[src/rtl/src_control_sequencer.sv]
// src_control_sequencer: hardwired control-step sequencer (fetch T0-T2, ALU steps T3-T6)
module src_control_sequencer (
    input  logic        clock,
    input  logic        clear,
    input  logic        run,
    input  logic [31:0] ir,
    output logic [15:0] Rin,
    output logic [15:0] Rout,
    output logic        PCout,
    output logic        PCin,
    output logic        IncPC,
    output logic        MARin,
    output logic        Read,
    output logic        MDRin,
    output logic        MDRout,
    output logic        IRin,
    output logic        Yin,
    output logic        Zin,
    output logic        Zlowout,
    output logic        Zhighout,
    output logic        HIin,
    output logic        LOin,
    output logic [4:0]  ALU_Control,
    output logic        done,
    output logic        illegal,
    output logic        halted
);

    typedef enum logic [3:0] {
        S_IDLE, S_T0, S_T1, S_T2, S_T3, S_T4, S_T5, S_T6, S_HALT
    } state_t;

    state_t state_q;

    logic [4:0] op;
    logic [3:0] ra, rb, rc;
    logic [4:0] alu_sel;
    logic       is_alu, is_md, is_halt, is_ill;

    assign op      = ir[31:27];
    assign ra      = ir[26:23];
    assign rb      = ir[22:19];
    assign rc      = ir[18:15];
    assign is_halt = (op == 5'b11111);
    assign is_ill  = !(is_alu || is_md || is_halt);

    // Opcode to ALU operation; is_md marks the two-result ops that need T6
    always_comb begin
        alu_sel = 5'b00000;
        is_alu  = 1'b0;
        is_md   = 1'b0;
        case (op)
            5'b00001: begin alu_sel = 5'b00000; is_alu = 1'b1; end
            5'b00010: begin alu_sel = 5'b00001; is_alu = 1'b1; end
            5'b00011: begin alu_sel = 5'b00010; is_alu = 1'b1; end
            5'b00100: begin alu_sel = 5'b00011; is_alu = 1'b1; end
            5'b00101: begin alu_sel = 5'b00100; is_alu = 1'b1; end
            5'b00110: begin alu_sel = 5'b00101; is_alu = 1'b1; end
            5'b01111: begin alu_sel = 5'b01000; is_md  = 1'b1; end
            5'b10000: begin alu_sel = 5'b01001; is_md  = 1'b1; end
            default:  ;
        endcase
    end

    // Step sequencing; clear abandons any instruction in flight without waiting for an edge
    always_ff @(posedge clock or posedge clear) begin
        if (clear) begin
            state_q <= S_IDLE;
        end else begin
            case (state_q)
                S_IDLE:  state_q <= run ? S_T0 : S_IDLE;
                S_T0:    state_q <= S_T1;
                S_T1:    state_q <= S_T2;
                S_T2:    state_q <= S_T3;
                S_T3:    state_q <= is_halt ? S_HALT : is_ill ? (run ? S_T0 : S_IDLE) : S_T4;
                S_T4:    state_q <= S_T5;
                S_T5:    state_q <= is_md ? S_T6 : (run ? S_T0 : S_IDLE);
                S_T6:    state_q <= run ? S_T0 : S_IDLE;
                S_HALT:  state_q <= S_HALT;
                default: state_q <= S_IDLE;
            endcase
        end
    end

    // Per-step strobe decode from the registered step and IR fields
    always_comb begin
        Rin         = 16'h0000;
        Rout        = 16'h0000;
        PCout       = 1'b0;
        PCin        = 1'b0;
        IncPC       = 1'b0;
        MARin       = 1'b0;
        Read        = 1'b0;
        MDRin       = 1'b0;
        MDRout      = 1'b0;
        IRin        = 1'b0;
        Yin         = 1'b0;
        Zin         = 1'b0;
        Zlowout     = 1'b0;
        Zhighout    = 1'b0;
        HIin        = 1'b0;
        LOin        = 1'b0;
        ALU_Control = 5'b00000;
        done        = 1'b0;
        illegal     = 1'b0;
        halted      = 1'b0;
        case (state_q)
            S_T0: begin
                PCout = 1'b1;
                MARin = 1'b1;
                IncPC = 1'b1;
                Zin   = 1'b1;
            end
            S_T1: begin
                Zlowout = 1'b1;
                PCin    = 1'b1;
                Read    = 1'b1;
                MDRin   = 1'b1;
            end
            S_T2: begin
                MDRout = 1'b1;
                IRin   = 1'b1;
            end
            S_T3: begin
                if (is_ill) begin
                    illegal = 1'b1;
                end else if (!is_halt) begin
                    Rout = 16'd1 << rb;
                    Yin  = 1'b1;
                end
            end
            S_T4: begin
                Rout        = 16'd1 << rc;
                ALU_Control = alu_sel;
                Zin         = 1'b1;
            end
            S_T5: begin
                Zlowout = 1'b1;
                LOin    = is_md;
                Rin     = is_md ? 16'h0000 : 16'd1 << ra;
                done    = !is_md;
            end
            S_T6: begin
                Zhighout = 1'b1;
                HIin     = 1'b1;
                done     = 1'b1;
            end
            S_HALT: halted = 1'b1;
            default: ;
        endcase
    end

endmodule
[config.mk]
export PLATFORM = sky130hd
export DESIGN_NAME = src_control_sequencer
export DESIGN_NICKNAME = d
export VERILOG_FILES = /design/src/rtl/src_control_sequencer.sv
export SDC_FILE = /design/constraint.sdc
export NUM_CORES = 1
export LEC_CHECK = 0
export CELL_PAD_IN_SITES_DETAIL_PLACEMENT = 0
export CELL_PAD_IN_SITES_GLOBAL_PLACEMENT = 1
export CORE_MARGIN = 4
export CORE_UTILIZATION = 19
export CTS_BUF_LIST = sky130_fd_sc_hd__clkbuf_8 sky130_fd_sc_hd__clkbuf_16
export DETAILED_ROUTE_END_ITERATION = 10
export GPL_TIMING_DRIVEN = 0
export PLACE_DENSITY = 0.83
export SYNTH_ARGS = -nofsm -noshare
export SYNTH_HDL_FRONTEND = slang
export SYNTH_SLANG_ARGS = --single-unit
[constraint.sdc]
create_clock -name clock -period 2.4 [get_ports clock]
set_clock_uncertainty 0.05 [all_clocks]
set_input_delay 0.24 -clock clock [delete_from_list [all_inputs] [get_ports clock]]
set_output_delay 0.24 -clock clock [all_outputs]
set_load 0.02 [all_outputs]
# After elaboration in Yosys (flattened, before gate mapping)
# Index checks and enable logic that the tools add are counted.
[totals]
reg_bits = 4
output_inout_bits = 54
word_cells = 58
[classes]
n_eq_ne = 17
n_shift = 3
muxes = 28
n_reduce_logical = 9
[op_table]
columns = ["operator", "count"]
rows = [
  ["two-way mux 16 bit", 4],
  ["<< shifter 1 x 4 -> 16 bit (first input constant)", 3],
  ["one-hot mux 16 bit (2 select lines)", 1],
  ["one-hot mux 4 bit (8 select lines)", 1],
  ["one-hot mux 4 bit (7 select lines)", 1],
  ["equality test 4 x 3 -> 1 bit (second input constant)", 4],
  ["two-way mux 1 bit", 16],
  ["equality test 5 x 3 -> 1 bit (second input constant)", 3],
  ["two-way mux 4 bit", 3],
  ["equality test 5 x 2 -> 1 bit (second input constant)", 2],
  ["equality test 5 bit (second input constant)", 2],
  ["equality test 4 x 2 -> 1 bit (second input constant)", 2],
  ["OR reduction 2 bit", 4],
  ["OR reduction 6 bit", 1],
  ["equality test 5 x 1 -> 1 bit (second input constant)", 1],
  ["equality test 5 x 4 -> 1 bit (second input constant)", 1],
  ["two-way mux 5 bit", 1],
  ["equality test 4 x 1 -> 1 bit (second input constant)", 1],
  ["equality test 4 bit (second input constant)", 1],
  ["logical NOT 4 bit", 1],
  ["logical OR 1 bit", 2],
  ["one-hot mux 1 bit (2 select lines)", 1],
  ["logical NOT 1 bit", 1],
]

# Longest topological paths before layout
[logic_depth]
depth_word = 8
ltp_mapped = 6

# Worst setup path before layout
# Ideal clock, no wire load.
[synth_path]
kind = "reg-to-output"
start = "register state_q[1]"
end = "output port Rout[2]"
arrival_ns = 2.036
required_ns = 2.110
slack_ns = 0.074
stages_incl_launch_ff = 7
cell_sequence = "dfrtp_1 -> buf_6 -> or4b_1 -> buf_2 -> nor2_1 -> nand2_1 -> o41ai_1"
[synth_between]
elab_chain_cells = 2
word_cells_on_any_way = 3
classes_between = "eq/ne: 2; mux: 1"
[synth_rtl]
columns = ["item", "line_no", "source"]
rows = [
  ["from (decl)", "33", "state_t state_q;"],
  ["from (signal assigned)", "71", "S_IDLE: state_q <= run ? S_T0 : S_IDLE;"],
  ["from (signal assigned)", "75", "S_T3: state_q <= is_halt ? S_HALT : is_ill ? (run ? S_T0 : S_IDLE) : S_T4;"],
  ["from (signal assigned)", "77", "S_T5: state_q <= is_md ? S_T6 : (run ? S_T0 : S_IDLE);"],
  ["equality test 4 x 3 -> 1 bit", "107", "case (state_q)"],
  ["one-hot mux 16 bit (2 select lines) (*)", "107", ""],
  ["to (decl)", "8", "output logic [15:0] Rout,"],
]
# Mark *: on every way between the ends. The rest lies on a longest branch, timed or not.

# Worst setup path after layout
[layout_path]
start = "register state_q[1]"
end = "output port Rout[4]"
# Same word-level chain as after synthesis.

==> tab_implementation.tex <==
\begin{tabular}{lr}
\hline
Metric & Value \\
\hline
\multicolumn{2}{l}{\textbf{Clocking}} \\
Clock latency of the later-clocked register in the worst-skew pair & $\sim$0.21 ns \\
Clock Sink Count & 4 \\
Maximum number of buffers from clock root to sink & 2 \\
CTS Buf Count & 3 \\
CTS tree & built \\
Clock root buffer & sky130\_fd\_sc\_hd\_\_clkbuf\_8 \\
Number of H-tree levels & 1 \\
Cts hold-fix bufs & 0 \\
Clock transition at the registers of the reported paths & around 0.030 ns \\
\multicolumn{2}{l}{\textbf{Floorplanning}} \\
Die area & between 6000 and 7000 um\^{}2 \\
Row count & 26 \\
Area inside the core boundary & around 5000 um\^{}2 \\
Chip height & 80.86 um \\
I/O Pins & 89 \\
Horiz. Die Dim & slightly above 80 um \\
Effective utilization at floorplan & approximately a fifth \\
\multicolumn{2}{l}{\textbf{Setup path}} \\
Top Family by Delay on Critical Path & simple AND/OR/NAND/NOR gates \\
Launching point of the worst reg2reg path & state\_q[1] \\
Critical Path Max Stage Delay & roughly 0.51 ns \\
Critical Path Stages & 6 \\
Critical register-to-register path endpoint & state\_q[0] \\
Number of buffer and inverter instances along the worst setup path & 3 \\
Critical Path Start & state\_q[1] \\
Register-to-Register Path Depth & 5 \\
Path type of the worst setup path & register to output port \\
Most used cell, CP & sky130\_fd\_sc\_hd\_\_buf\_6 \\
Worst path cell trace & buf\_6 -> or4b\_4 -> buf\_6 -> or4\_4 -> o21ai\_2 -> buf\_6 \\
Nature of the critical path endpoint & output port \\
Worst EP arrival & approximately 2 ns \\
Critical path fanouts, max & 6 \\
Reg-to-reg setup timing slack & just over 0.8 ns \\
Critical Path Slowest Stage Cell & sky130\_fd\_sc\_hd\_\_or4b\_4 \\
Critical Path RT & about 2.1 ns \\
Critical Path Start Type & register \\
\multicolumn{2}{l}{\textbf{Route}} \\
Number of DRC violations after detailed routing & 0 \\
Total iterations of the first detailed-routing run & 4 \\
1st-iter DRT viols & 57 \\
Per-cell routed wire length & approximately 13 um \\
Post-detailed-route count of antenna-violating nets & 0 \\
Vias per inst & $\sim$4.7 \\
Routed vias & between 1500 and 2000 \\
Sum of routed wire length over all layers & roughly 4200 um \\
\multicolumn{2}{l}{\textbf{Timing}} \\
Final hold viol count & 0 \\
Post-layout minimum cycle time & 2.345 ns \\
Final setup vio count & 0 \\
Slew Limit Fails & 0 \\
Final cycle utilization of the critical path & slightly below 100\% \\
Maximum achievable frequency & roughly 0.43 GHz \\
\multicolumn{2}{l}{\textbf{Placement}} \\
Global placer's final weighted congestion & 0.8178 \\
Final HPWL DP & between 3000 and 4000 um \\
Total cell area at the placement stage & 1797 um\^{}2 \\
Total placed cells including tap cells & 303 \\
Count of buffers inserted at the top-level ports & 70 \\
\multicolumn{2}{l}{\textbf{Synth}} \\
Biggest area contributors in the synthesized netlist & sky130\_fd\_sc\_hd\_\_dfrtp\_1, sky130\_fd\_sc\_hd\_\_nor2\_1, sky130\_fd\_sc\_hd\_\_nand2\_1 \\
Net count of the mapped netlist & 198 \\
Summed instance area of the synthesized netlist & roughly 1000 um\^{}2 \\
Library cells used by synthesis & 42 \\
Post-synth EDFFs & 0 \\
Most numerous cell in the Yosys netlist & sky130\_fd\_sc\_hd\_\_nor2\_1 \\
Post-Syn Instances & 163 \\
Mean cell area of the mapped netlist & 6.187 um\^{}2 \\
Share of Yosys cell area claimed by the top area cell type & around 9.9\% \\
Sequential element share of the synthesized area & under 10\% \\
Most used flip-flop cell after synthesis & sky130\_fd\_sc\_hd\_\_dfrtp\_1 \\
Ranking of synthesized cells by instance count & sky130\_fd\_sc\_hd\_\_nor2\_1, sky130\_fd\_sc\_hd\_\_nand2\_1, sky130\_fd\_sc\_hd\_\_nor3\_1, sky130\_fd\_sc\_hd\_\_o31ai\_1, sky130\_fd\_sc\_hd\_\_nand3\_1 \\
Async set-or-reset flop fraction in the synthesized netlist & between 90\% and 100\% \\
Warning count from the yosys run & 0 \\
Cell taking the most area after synthesis & sky130\_fd\_sc\_hd\_\_dfrtp\_1 \\
Number of storage elements in the synthesis netlist & 4 \\
\multicolumn{2}{l}{\textbf{Cells and area}} \\
Fraction of final layout cells with drive strength greater than 1 & 38.98\% \\
Number of flip-flops under the largest register name & 4 \\
Fill cell instance count of the final layout & 605 \\
Layout overhead on the synthesized area & 105.2\% \\
Design area & 2069 um\^{}2 \\
Number of nets in the layout & 291 \\
Number of standard cells in the final layout excluding fillers & roughly 320 \\
Regs by FF count & state\_q x4 \\
Ant diodes & 0 \\
Largest Register & state\_q \\
\multicolumn{2}{l}{\textbf{Power}} \\
P per Cell Area & about 530 nW/um\^{}2 \\
Peak supply drop & 0.3449 mV \\
Leakage power & 0.9077 nW \\
\multicolumn{2}{l}{\textbf{Status}} \\
Outcome & complete, no violations \\
\multicolumn{2}{l}{\textbf{Global route}} \\
Remaining global-route overflow & 0 \\
Overall routing resource usage & 12.22\% \\
Largest net degree at the start of global routing & 11 \\
Wire length of the first global-routing pass & between 6000 and 7000 um \\
Via count of the first global-routing pass & roughly 1500 \\
Initial antenna violation count & 0 \\
\multicolumn{2}{l}{\textbf{Hold path}} \\
Min-delay worst type & primary input to async pin \\
\multicolumn{2}{l}{\textbf{Job}} \\
MaxCap Viol Count & 0 \\
\hline
\end{tabular}
-- area by class of cell --
cell class	instances	area (um^2)	area share, %
well taps	70	87.58	4.232
repair buffers	90	749.5	36.22
clock buffers	3	41.29	1.995
flip-flops and latches	4	102.6	4.958
multi-input cells	134	944.7	45.65
plain buffers	16	117.6	5.683
inverters	7	26.28	1.270
-- kinds of logic (layout without fill, tap and decap cells) --
| family | Yosys count | in the layout | share of synthesized area, % |
|---|---|---|---|
| AO/OA/AOI/OAI | 34 | 34 | 24.44 |
| XOR/XNOR | 2 | 2 | 1.737 |
| buffers and inverters | 25 | 116 | 13.90 |
| other | 1 | 1 | 0.3719 |
| AND/OR/NAND/NOR | 97 | 97 | 49.63 |
| flip-flops | 4 | 4 | 9.926 |
-- worst max-delay path by stage --
stage | to | slack, ns
global route | Rout[2] | -0.0007
global placement | Rout[14] | -0.62
CTS | Rin[3] | -0.13
detailed placement | Rout[14] | -0.68
floorplan | Rout[2] | 0.07
finish | Rout[4] | 0.06
-- worst reg2reg max path: stages (launching register included) --
cell	delay [ns]
sky130_fd_sc_hd__dfrtp_1	0.36
sky130_fd_sc_hd__buf_6	0.13
sky130_fd_sc_hd__or4b_4	0.51
sky130_fd_sc_hd__buf_6	0.15
sky130_fd_sc_hd__buf_4	0.15
sky130_fd_sc_hd__o211ai_1	0.16
-- cell usage in the layout, fill, tap and decap left out, types with 4 or more instances in the layout --
| cell type | instances |
|---|---|
| sky130_fd_sc_hd__dlygate4sd2_1 | 11 |
| sky130_fd_sc_hd__nor2_1 | 23 |
| sky130_fd_sc_hd__nor3_1 | 9 |
| sky130_fd_sc_hd__o21ai_0 | 5 |
| sky130_fd_sc_hd__o31ai_1 | 5 |
| sky130_fd_sc_hd__clkdlybuf4s50_1 | 25 |
| sky130_fd_sc_hd__clkbuf_2 | 10 |
| sky130_fd_sc_hd__buf_4 | 31 |
| sky130_fd_sc_hd__nand3_1 | 7 |
| sky130_fd_sc_hd__buf_2 | 13 |
| sky130_fd_sc_hd__nand2b_1 | 5 |
| sky130_fd_sc_hd__a21oi_1 | 4 |
| sky130_fd_sc_hd__inv_1 | 7 |
| sky130_fd_sc_hd__nand2_1 | 22 |
| sky130_fd_sc_hd__buf_6 | 6 |
| sky130_fd_sc_hd__nor3_2 | 6 |
-- through the flow --
stage	util, %	total power [mW]	worst slack (ns)	setup TNS (ns)	hold WS, ns
global placement	34.96	0.8188	-0.6177	-14.83	0.4036
finish	40.26	1.103	0.05510	0	0.1676
CTS	39.19	1.088	-0.1305	-0.2306	0.1800
global route	40.26	1.182	-0.0007359	-0.0007359	0.1994
floorplan	-	0.5416	0.07364	0	-0.04392
detailed placement	34.96	0.8267	-0.6784	-15.28	0.4056
-- layer usage --
layer / part of all wire [%] / track usage, % / wire length (um)
met3: 7.0 / 1.996 / 295
met4: 1.4 / 3.716 / 57
met1: 41 / 14.94 / 1713
met2: 51 / 21.76 / 2137
met5: 0 / 0 / 0
-- timing repair --
action	4_1_cts	5_1_grt
buffers inserted	15	5
cloned	0	0
gates resized for setup	140	50
pin swaps	9	4
setup endpoints to repair	44	36
-- where the power goes --
group          internal (mW)  leakage (nW)  total, mW  switching (mW)
clock                  0.107        0.0216      0.139          0.0325
combinational          0.424         0.837      0.852           0.428
sequential            0.0924        0.0489      0.112          0.0200
No activity file was read; power rests on OpenSTA's default activity.
